### config.mk
export PLATFORM = sky130hd
export DESIGN_NAME = asrv32_memoryaccess
export DESIGN_NICKNAME = d
export VERILOG_FILES = /design/src/rtl/asrv32_memoryaccess_pkg.sv /design/src/rtl/asrv32_memoryaccess_lsu_align.sv /design/src/rtl/asrv32_memoryaccess.sv
export SDC_FILE = /design/constraint.sdc
export NUM_CORES = 1
export LEC_CHECK = 0
export ABC_AREA = 1
export CAP_MARGIN = 20
export CORE_MARGIN = 10
export CORE_UTILIZATION = 38
export DETAILED_ROUTE_END_ITERATION = 7
export PLACE_DENSITY = 0.77
export SYNTH_ARGS = -nofsm -noshare
export SYNTH_HDL_FRONTEND = slang
export SYNTH_HIERARCHICAL = 1
export SYNTH_SLANG_ARGS = --single-unit
### constraint.sdc
create_clock -name i_clk -period 1.65 [get_ports i_clk]
set_input_delay 0.4125 -clock i_clk [delete_from_list [all_inputs] [get_ports i_clk]]
set_output_delay 0.4125 -clock i_clk [all_outputs]
set_load 0.05 [all_outputs]
### src/rtl/asrv32_memoryaccess_pkg.sv
// asrv32_memoryaccess_pkg
//   Shared constants for the memory-access stage: one-hot opcode layout, load/store funct3
//   encodings, and the access-size decode used by the lane aligner.
//   No ports (package).
package asrv32_memoryaccess_pkg;

  // One-hot opcode vector from the ALU stage; each index is one instruction class.
  localparam int unsigned OpcodeWidth = 11;
  localparam int unsigned OpRtype     = 0;
  localparam int unsigned OpItype     = 1;
  localparam int unsigned OpLoad      = 2;
  localparam int unsigned OpStore     = 3;
  localparam int unsigned OpBranch    = 4;
  localparam int unsigned OpJal       = 5;
  localparam int unsigned OpJalr      = 6;
  localparam int unsigned OpLui       = 7;
  localparam int unsigned OpAuipc     = 8;
  localparam int unsigned OpSystem    = 9;
  localparam int unsigned OpFence     = 10;

  localparam logic [2:0] Funct3Lb  = 3'b000;
  localparam logic [2:0] Funct3Lh  = 3'b001;
  localparam logic [2:0] Funct3Lw  = 3'b010;
  localparam logic [2:0] Funct3Lbu = 3'b100;
  localparam logic [2:0] Funct3Lhu = 3'b101;
  localparam logic [2:0] Funct3Sb  = 3'b000;
  localparam logic [2:0] Funct3Sh  = 3'b001;
  localparam logic [2:0] Funct3Sw  = 3'b010;

  typedef enum logic [1:0] {
    SizeByte,
    SizeHalf,
    SizeWord
  } size_e;

  // Any funct3 that is not a defined byte/half encoding falls back to word size.
  function automatic size_e decode_size(input logic is_store, input logic [2:0] funct3);
    size_e size;
    size = SizeWord;
    if (is_store) begin
      if (funct3 == Funct3Sb) size = SizeByte;
      else if (funct3 == Funct3Sh) size = SizeHalf;
    end else begin
      if (funct3 == Funct3Lb || funct3 == Funct3Lbu) size = SizeByte;
      else if (funct3 == Funct3Lh || funct3 == Funct3Lhu) size = SizeHalf;
    end
    return size;
  endfunction

endpackage

### src/rtl/asrv32_memoryaccess_lsu_align.sv
// asrv32_memoryaccess_lsu_align
//   Combinational lane aligner for the memory-access stage.
//   Request side : req_addr[1:0], req_funct3, req_store, store_data
//                  -> sel (byte enables), wb_data (lane-replicated store data), misaligned
//   Response side: rsp_addr[1:0], rsp_funct3, rsp_data -> load_data (extracted, extended)
module asrv32_memoryaccess_lsu_align
  import asrv32_memoryaccess_pkg::*;
(
  input  logic [1:0]  req_addr,
  input  logic [2:0]  req_funct3,
  input  logic        req_store,
  input  logic [31:0] store_data,
  output logic [3:0]  sel,
  output logic [31:0] wb_data,
  output logic        misaligned,
  input  logic [1:0]  rsp_addr,
  input  logic [2:0]  rsp_funct3,
  input  logic [31:0] rsp_data,
  output logic [31:0] load_data
);

  size_e       req_size;
  size_e       rsp_size;
  logic [7:0]  rsp_byte;
  logic [15:0] rsp_half;
  logic        rsp_signed;

  assign req_size = decode_size(req_store, req_funct3);
  assign rsp_size = decode_size(1'b0, rsp_funct3);

  always_comb begin
    sel        = 4'hF;
    wb_data    = store_data;
    misaligned = 1'b0;
    unique case (req_size)
      SizeByte: begin
        sel     = 4'b0001 << req_addr;
        wb_data = {4{store_data[7:0]}};
      end
      SizeHalf: begin
        sel        = req_addr[1] ? 4'b1100 : 4'b0011;
        wb_data    = {2{store_data[15:0]}};
        misaligned = req_addr[0];
      end
      default: begin
        misaligned = |req_addr;
      end
    endcase
  end

  // funct3[2] distinguishes LBU/LHU from their sign-extending counterparts.
  assign rsp_signed = ~rsp_funct3[2];
  assign rsp_half   = rsp_addr[1] ? rsp_data[31:16] : rsp_data[15:0];

  always_comb begin
    rsp_byte = rsp_data[7:0];
    unique case (rsp_addr)
      2'd0: rsp_byte = rsp_data[7:0];
      2'd1: rsp_byte = rsp_data[15:8];
      2'd2: rsp_byte = rsp_data[23:16];
      2'd3: rsp_byte = rsp_data[31:24];
    endcase
  end

  always_comb begin
    load_data = rsp_data;
    unique case (rsp_size)
      SizeByte: load_data = {{24{rsp_signed & rsp_byte[7]}}, rsp_byte};
      SizeHalf: load_data = {{16{rsp_signed & rsp_half[15]}}, rsp_half};
      default:  load_data = rsp_data;
    endcase
  end

endmodule

### src/rtl/asrv32_memoryaccess.sv
// asrv32_memoryaccess
//   Memory-access pipeline stage between ALU and writeback. Issues loads/stores over a
//   pipelined Wishbone master port, aligns/extends load data, and registers every field that
//   writeback consumes. Holds the upstream pipeline while a bus cycle is outstanding.
// Ports
//   i_clk, i_rst                        clock, synchronous active-high reset
//   i_opcode..i_rd_data, i_ce           instruction fields and valid from the ALU stage
//   i_stall, i_flush                    backpressure / flush from writeback
//   o_opcode..o_y, o_load_data          registered fields to writeback
//   o_misaligned, o_ce                  address-alignment fault, next-stage valid
//   o_stall, o_flush                    backpressure / flush to upstream
//   o_wb_*, i_wb_*                      pipelined Wishbone master
module asrv32_memoryaccess
  import asrv32_memoryaccess_pkg::*;
#(
  parameter logic [31:0] PC_RESET = 32'h0000_0000
) (
  input  logic                   i_clk,
  input  logic                   i_rst,
  input  logic [OpcodeWidth-1:0] i_opcode,
  input  logic [2:0]             i_funct3,
  input  logic [31:0]            i_y,
  input  logic [31:0]            i_rs2_data,
  input  logic [31:0]            i_pc,
  input  logic                   i_wr_rd_en,
  input  logic [4:0]             i_rd_addr,
  input  logic [31:0]            i_rd_data,
  input  logic                   i_ce,
  input  logic                   i_stall,
  input  logic                   i_flush,
  output logic [OpcodeWidth-1:0] o_opcode,
  output logic [2:0]             o_funct3,
  output logic [31:0]            o_pc,
  output logic                   o_wr_rd_en,
  output logic [4:0]             o_rd_addr,
  output logic [31:0]            o_rd_data,
  output logic [31:0]            o_y,
  output logic [31:0]            o_load_data,
  output logic                   o_misaligned,
  output logic                   o_ce,
  output logic                   o_stall,
  output logic                   o_flush,
  output logic                   o_wb_cyc,
  output logic                   o_wb_stb,
  output logic                   o_wb_we,
  output logic [31:0]            o_wb_addr,
  output logic [31:0]            o_wb_data,
  output logic [3:0]             o_wb_sel,
  input  logic                   i_wb_ack,
  input  logic                   i_wb_stall,
  input  logic [31:0]            i_wb_data
);

  localparam logic [0:0] StIdle = 1'b0;
  localparam logic [0:0] StBusy = 1'b1;

  logic [0:0]  state_q, state_d;
  logic        flush_q, flush_d;
  logic        ack_seen_q, ack_seen_d;

  logic        is_load;
  logic        is_store;
  logic        is_mem;
  logic        accept;
  logic        issue;
  logic        ack;
  logic        done;

  logic [3:0]  req_sel;
  logic [31:0] req_data;
  logic        req_misaligned;
  logic [31:0] rsp_load_data;

  assign is_load  = i_opcode[OpLoad];
  assign is_store = i_opcode[OpStore];
  assign is_mem   = is_load | is_store;

  assign o_stall  = i_stall | (state_q == StBusy);
  assign o_flush  = i_flush;

  assign accept   = i_ce & ~o_stall & ~i_flush;
  assign issue    = accept & is_mem & ~req_misaligned;
  // Only an ack inside our own cycle counts; stray acks after a reset are dropped.
  assign ack      = o_wb_cyc & i_wb_ack;
  // An ack that lands while writeback stalls is remembered and retired once the stall lifts.
  assign done     = (state_q == StBusy) & (ack | ack_seen_q) & ~i_stall;

  asrv32_memoryaccess_lsu_align u_align (
    .req_addr   (i_y[1:0]),
    .req_funct3 (i_funct3),
    .req_store  (is_store),
    .store_data (i_rs2_data),
    .sel        (req_sel),
    .wb_data    (req_data),
    .misaligned (req_misaligned),
    .rsp_addr   (o_y[1:0]),
    .rsp_funct3 (o_funct3),
    .rsp_data   (i_wb_data),
    .load_data  (rsp_load_data)
  );

  always_comb begin
    state_d    = state_q;
    flush_d    = flush_q;
    ack_seen_d = ack_seen_q;
    unique case (state_q)
      StIdle: begin
        if (issue) begin
          state_d    = StBusy;
          flush_d    = 1'b0;
          ack_seen_d = 1'b0;
        end
      end
      StBusy: begin
        if (i_flush) flush_d = 1'b1;
        if (ack)     ack_seen_d = 1'b1;
        if (done) begin
          state_d    = StIdle;
          flush_d    = 1'b0;
          ack_seen_d = 1'b0;
        end
      end
    endcase
  end

  always_ff @(posedge i_clk) begin
    if (i_rst) begin
      state_q    <= StIdle;
      flush_q    <= 1'b0;
      ack_seen_q <= 1'b0;
    end else begin
      state_q    <= state_d;
      flush_q    <= flush_d;
      ack_seen_q <= ack_seen_d;
    end
  end

  always_ff @(posedge i_clk) begin
    if (i_rst) begin
      o_opcode     <= '0;
      o_funct3     <= '0;
      o_pc         <= PC_RESET;
      o_wr_rd_en   <= 1'b0;
      o_rd_addr    <= '0;
      o_rd_data    <= '0;
      o_y          <= '0;
      o_load_data  <= '0;
      o_misaligned <= 1'b0;
      o_ce         <= 1'b0;
      o_wb_cyc     <= 1'b0;
      o_wb_stb     <= 1'b0;
      o_wb_we      <= 1'b0;
      o_wb_addr    <= '0;
      o_wb_data    <= '0;
      o_wb_sel     <= '0;
    end else if (state_q == StIdle) begin
      if (accept) begin
        o_opcode     <= i_opcode;
        o_funct3     <= i_funct3;
        o_pc         <= i_pc;
        o_wr_rd_en   <= i_wr_rd_en;
        o_rd_addr    <= i_rd_addr;
        o_rd_data    <= i_rd_data;
        o_y          <= i_y;
        o_misaligned <= is_mem & req_misaligned;
        if (issue) begin
          o_wb_cyc  <= 1'b1;
          o_wb_stb  <= 1'b1;
          o_wb_we   <= is_store;
          o_wb_addr <= {i_y[31:2], 2'b00};
          o_wb_sel  <= req_sel;
          o_wb_data <= req_data;
          o_ce      <= 1'b0;
        end else begin
          // Non-memory ops and misaligned accesses retire without touching the bus.
          o_ce <= 1'b1;
        end
      end else if (i_flush || !i_stall) begin
        o_ce <= 1'b0;
      end
    end else begin
      if (o_wb_stb && !i_wb_stall) o_wb_stb <= 1'b0;
      if (ack) begin
        o_wb_cyc <= 1'b0;
        o_wb_stb <= 1'b0;
        if (o_opcode[OpLoad]) o_load_data <= rsp_load_data;
      end
      // A flush during the bus cycle lets the cycle finish but discards the result.
      if (done) o_ce <= ~(flush_q | i_flush);
    end
  end

endmodule

==> impl_metrics.prom <==
# TYPE chip_impl_metric gauge
chip_impl_metric{name="fp.dieArea",unit="µm²"} 31000
chip_impl_info{name="ys_top_cells_by_count",value="300 x sky130_fd_sc_hd__nor2_1, 222 x sky130_fd_sc_hd__dfxtp_1, 209 x sky130_fd_sc_hd__o21ai_0"} 1
chip_impl_metric{name="post_cts_hold_buffer_count",unit=""} 0
chip_impl_metric{name="post-dp-hpwl",unit="µm"} 27300
chip_impl_metric{name="placedInstanceArea",unit="µm²"} 14800
chip_impl_metric{name="timing.final.hold_violations",unit=""} 0
chip_impl_info{name="cp-startpoint",value="o_funct3[1]"} 1
chip_impl_metric{name="start_util",unit=""} 0.384
chip_impl_metric{name="drtPass1Iterations",unit=""} 5
chip_impl_info{name="criticalPathCategory",value="reg -> out"} 1
chip_impl_info{name="hp-start",value="i_funct3[1]"} 1
chip_impl_metric{name="setup.reg_to_reg.worst_slack",unit="ns"} 0.10
chip_impl_info{name="netlist.top_cell.by_area",value="sky130_fd_sc_hd__dfxtp_1"} 1
chip_impl_info{name="synthTopCellsByArea",value="sky130_fd_sc_hd__dfxtp_1 48%, sky130_fd_sc_hd__nor2_1 12%, sky130_fd_sc_hd__o21ai_0 11%"} 1
chip_impl_metric{name="core_region_area",unit="µm²"} 24100
chip_impl_metric{name="crit_required",unit="ns"} 1.24
chip_impl_metric{name="number_of_cells_on_the_worst_hold_path",unit=""} 3
chip_impl_metric{name="clock_latency",unit="ns"} 0.51
chip_impl_metric{name="grtUsageTotal",unit=""} 0.221
chip_impl_metric{name="fraction_of_final_layout_cells_with_drive_strength_greater_than_1",unit=""} 0.225
chip_impl_info{name="crit_path_capture_type",value="output port"} 1
chip_impl_metric{name="totalWireLength",unit="µm"} 37100
chip_impl_info{name="timing.rr.end",value="o_wb_addr[8]"} 1
chip_impl_metric{name="synth.cell_area",unit="µm²"} 9250
chip_impl_metric{name="initial_antenna_violation_count",unit=""} 1
chip_impl_info{name="tritoncts",value="done"} 1
chip_impl_metric{name="total_power",unit="mW"} 15.4
chip_impl_metric{name="vias",unit=""} 9996
chip_impl_metric{name="n_fill_cell",unit=""} 1894
chip_impl_info{name="synth.most_common_cell",value="sky130_fd_sc_hd__nor2_1"} 1
chip_impl_metric{name="drc",unit=""} 0
chip_impl_metric{name="tritoncts_num_sinks",unit=""} 222
chip_impl_metric{name="p_leak",unit="nW"} 6.72
chip_impl_metric{name="nets",unit=""} 1867
chip_impl_metric{name="cell_count_after_synthesis",unit=""} 1264
chip_impl_metric{name="fmax",unit="MHz"} 626
chip_impl_metric{name="antenna_left",unit=""} 0
chip_impl_metric{name="synth-edff-count",unit=""} 0
chip_impl_info{name="setup.worst_path.start_class",value="flip-flop"} 1
chip_impl_metric{name="clk_transition_reported_paths",unit="ns"} 0.06
chip_impl_metric{name="ys_warnings",unit=""} 6
chip_impl_metric{name="placement_stage_worst_setup_slack",unit="ns"} -0.595
chip_impl_metric{name="synth.yosys.seq_area_share",unit=""} 0.481
chip_impl_metric{name="min_period",unit="ns"} 1.60
chip_impl_info{name="cts.root.buffer_cell",value="sky130_fd_sc_hd__clkbuf_16"} 1
chip_impl_metric{name="timing.final.crit_share",unit=""} 0.968
chip_impl_metric{name="numCtsBuffers",unit=""} 25
chip_impl_metric{name="cts_buffer_depth",unit=""} 3
chip_impl_metric{name="global_route.overflow_total",unit=""} 0
chip_impl_info{name="hold_class",value="in -> reg"} 1
chip_impl_metric{name="drt_iter0_markers",unit=""} 750
chip_impl_metric{name="flow.area_growth_from_synthesis",unit="%"} 75.2
chip_impl_metric{name="power_per_cell_area",unit="nW/µm²"} 950
chip_impl_metric{name="detail_routed_net_length_per_standard_cell",unit="µm"} 18.4
chip_impl_metric{name="async_reset_ff_frac",unit=""} 0
chip_impl_metric{name="grt_pass1_vias",unit=""} 9562
chip_impl_info{name="hold_path_end",value="o_funct3[1]"} 1
chip_impl_metric{name="std_cell_rows",unit=""} 57
chip_impl_metric{name="pin_count_of_the_biggest_net_entering_global_routing",unit=""} 52
chip_impl_metric{name="floorplan.die.width",unit="µm"} 176
chip_impl_metric{name="h-tree-depth",unit=""} 1
chip_impl_metric{name="drv.max_cap_violation_count",unit=""} 0
chip_impl_metric{name="place.gp.congestion",unit=""} 0.961
chip_impl_metric{name="critical_path.max_fanout",unit=""} 10
chip_impl_metric{name="port_buffers",unit=""} 407
chip_impl_metric{name="syn_avg_cell_area",unit="µm²"} 7.32
chip_impl_info{name="outcome",value="completed"} 1
chip_impl_metric{name="worst_clock_skew",unit="ns"} 0.00504
chip_impl_metric{name="routed_via_density",unit=""} 4.95
chip_impl_metric{name="timing.reg2reg.worst_path_depth",unit=""} 7
chip_impl_metric{name="max_incr_delay_on_cp",unit="ns"} 0.38
chip_impl_metric{name="slew_violations",unit=""} 0
chip_impl_metric{name="dieHeight",unit="µm"} 176
chip_impl_metric{name="grt_first_pass_wirelength",unit="µm"} 54700
chip_impl_metric{name="netlist-cell-type-count",unit=""} 26
chip_impl_metric{name="synth-seq-cells",unit=""} 222
chip_impl_metric{name="setup_viol_count_final",unit=""} 0
chip_impl_info{name="dominantRegCellSynth",value="sky130_fd_sc_hd__dfxtp_1"} 1
chip_impl_metric{name="synth_largest_type_area_fraction",unit=""} 0.481
chip_impl_metric{name="timing.final.ws_setup",unit="ns"} 0.0531
chip_impl_info{name="cp_cell_sequence",value="buf_8 -> buf_12"} 1
chip_impl_metric{name="post-route-cell-area",unit="µm²"} 16200
chip_impl_info{name="timing.critical_path.slowest_stage_cell",value="sky130_fd_sc_hd__dfxtp_4"} 1
chip_impl_metric{name="ios",unit=""} 410
chip_impl_metric{name="worst_ep_arrival_time",unit="ns"} 1.18
chip_impl_info{name="crit-reg2reg-launch",value="state_q"} 1
chip_impl_metric{name="worst_supply_voltage_drop_on_vdd",unit="µV"} 681
==> where the power goes <==
part           total [mW]  internal, mW  leakage, nW  switching, mW
Clock                6.62          4.34        0.474           2.28
Sequential           5.74          5.57         1.81          0.173
Combinational        3.02          1.35         4.44           1.67
Total                15.4          11.3         6.72           4.12
==> worst max path at each step <==
| stage | depth (start not counted) | slack, ns | endpoint |
|---|---|---|---|
| after global placement | 12 | -0.55 | o_ce |
| final | 2 | 0.05 | o_funct3[1] |
| after global routing | 9 | -0.009 | o_load_data[25] |
| after detailed placement | 10 | -0.59 | o_wb_data[12] |
| after CTS | 4 | -0.01 | o_stall |
| after floorplan | 7 | 0.0002 | o_load_data[30] |
==> final cells by class <==
class	count	area, µm²	share of cell area
Inverter	94	360	0.0222
Clock buffer	30	684	0.0423
Antenna cell	1	2.50	0.000154
Clock inverter	13	299	0.0185
Tap cell	324	405	0.0250
Multi-Input combinational cell	856	3870	0.239
Sequential cell	222	4450	0.275
Timing Repair Buffer	481	6120	0.378
==> registers in the layout, summed over array words and instances, names as in the netlist <==
signal	flops
o_wb_data	32
o_pc	32
o_funct3	3
o_wb_stb	1
o_rd_addr	5
flush_q	1
o_y	32
state_q	1
o_wb_cyc	1
o_wr_rd_en	1
o_ce	1
o_load_data	32
o_wb_addr	30
o_wb_sel	4
o_rd_data	32
o_misaligned	1
ack_seen_q	1
o_wb_we	1
o_opcode	11
==> repair_timing <==
action,in CTS,in global routing
resized for setup,11,43
setup endpoints to repair,38,97
gates cloned,2,9
pin swaps,2,3
setup buffers,5,2
==> cell families (layout without fill, tap and decap cells) <==
kind of cell | count (synthesis) | count (layout) | synth area share
and+or+nand+nor | 544 | 545 | 0.242
AOI/OAI and AO/OA | 309 | 309 | 0.169
DFF | 222 | 222 | 0.481
buffers and inverters | 188 | 618 | 0.109
other | 1 | 3 | 0.000406
==> placed cells by master, fill, tap and decap left out, types with 2 or more instances in the layout <==
cell type | Yosys | final
sky130_fd_sc_hd__buf_6 | 31 | 4
sky130_fd_sc_hd__clkdlybuf4s50_1 | 0 | 181
sky130_fd_sc_hd__inv_1 | 88 | 85
sky130_fd_sc_hd__clkbuf_16 | 0 | 34
sky130_fd_sc_hd__dfxtp_1 | 222 | 218
sky130_fd_sc_hd__inv_2 | 6 | 6
sky130_fd_sc_hd__buf_8 | 0 | 2
sky130_fd_sc_hd__dfxtp_2 | 0 | 2
sky130_fd_sc_hd__buf_12 | 0 | 145
sky130_fd_sc_hd__inv_4 | 0 | 3
sky130_fd_sc_hd__o21ai_0 | 209 | 193
sky130_fd_sc_hd__dlymetal6s2s_1 | 0 | 3
sky130_fd_sc_hd__nand2_2 | 1 | 3
sky130_fd_sc_hd__nor2_4 | 4 | 6
sky130_fd_sc_hd__o21ai_1 | 22 | 36
sky130_fd_sc_hd__clkinvlp_4 | 0 | 2
sky130_fd_sc_hd__nand3_2 | 8 | 8
sky130_fd_sc_hd__conb_1 | 1 | 2
sky130_fd_sc_hd__bufinv_16 | 0 | 9
sky130_fd_sc_hd__buf_16 | 0 | 2
sky130_fd_sc_hd__clkbuf_8 | 0 | 4
sky130_fd_sc_hd__dlygate4sd2_1 | 0 | 2
sky130_fd_sc_hd__nor2_1 | 300 | 299
sky130_fd_sc_hd__nand3_1 | 52 | 52
sky130_fd_sc_hd__buf_4 | 14 | 133
sky130_fd_sc_hd__o21ai_2 | 0 | 2
sky130_fd_sc_hd__nand2_4 | 1 | 2
sky130_fd_sc_hd__a21oi_1 | 75 | 71
sky130_fd_sc_hd__nand2_1 | 174 | 171
sky130_fd_sc_hd__a21oi_2 | 1 | 4
sky130_fd_sc_hd__dfxtp_4 | 0 | 2
==> through the flow <==
step | hold slack, ns | TNS, ns | instances | util
6_report | 0.250 | 0 | 2021 | 0.672
5_1_grt | 0.286 | -0.00937 | 2021 | 0.672
4_1_cts | 0.446 | -0.0123 | 2011 | 0.658
3_5_place_dp | 0.437 | -73.65 | 1962 | 0.613
3_3_place_gp | 0.431 | -69.18 | 1962 | 0.613
2_1_floorplan | 0.430 | 0 | 1265 | -
==> critical path: cells and delay by family (launching register included) <==
family   cells  cell delay, ns
flops        1            0.38
buf+inv      2            0.29
==> per-layer routing <==
| layer | wire [µm] | track usage | vias to the layer above |
|---|---|---|---|
| met4 | 1130 | 0.0738 | 0 |
| li1 | - | - | 4883 |
| met5 | 0 | 0 | - |
| met1 | 14100 | 0.252 | 4613 |
| met3 | 3430 | 0.0716 | 71 |
| met2 | 18400 | 0.382 | 429 |
(Power assumes the default switching activity.)
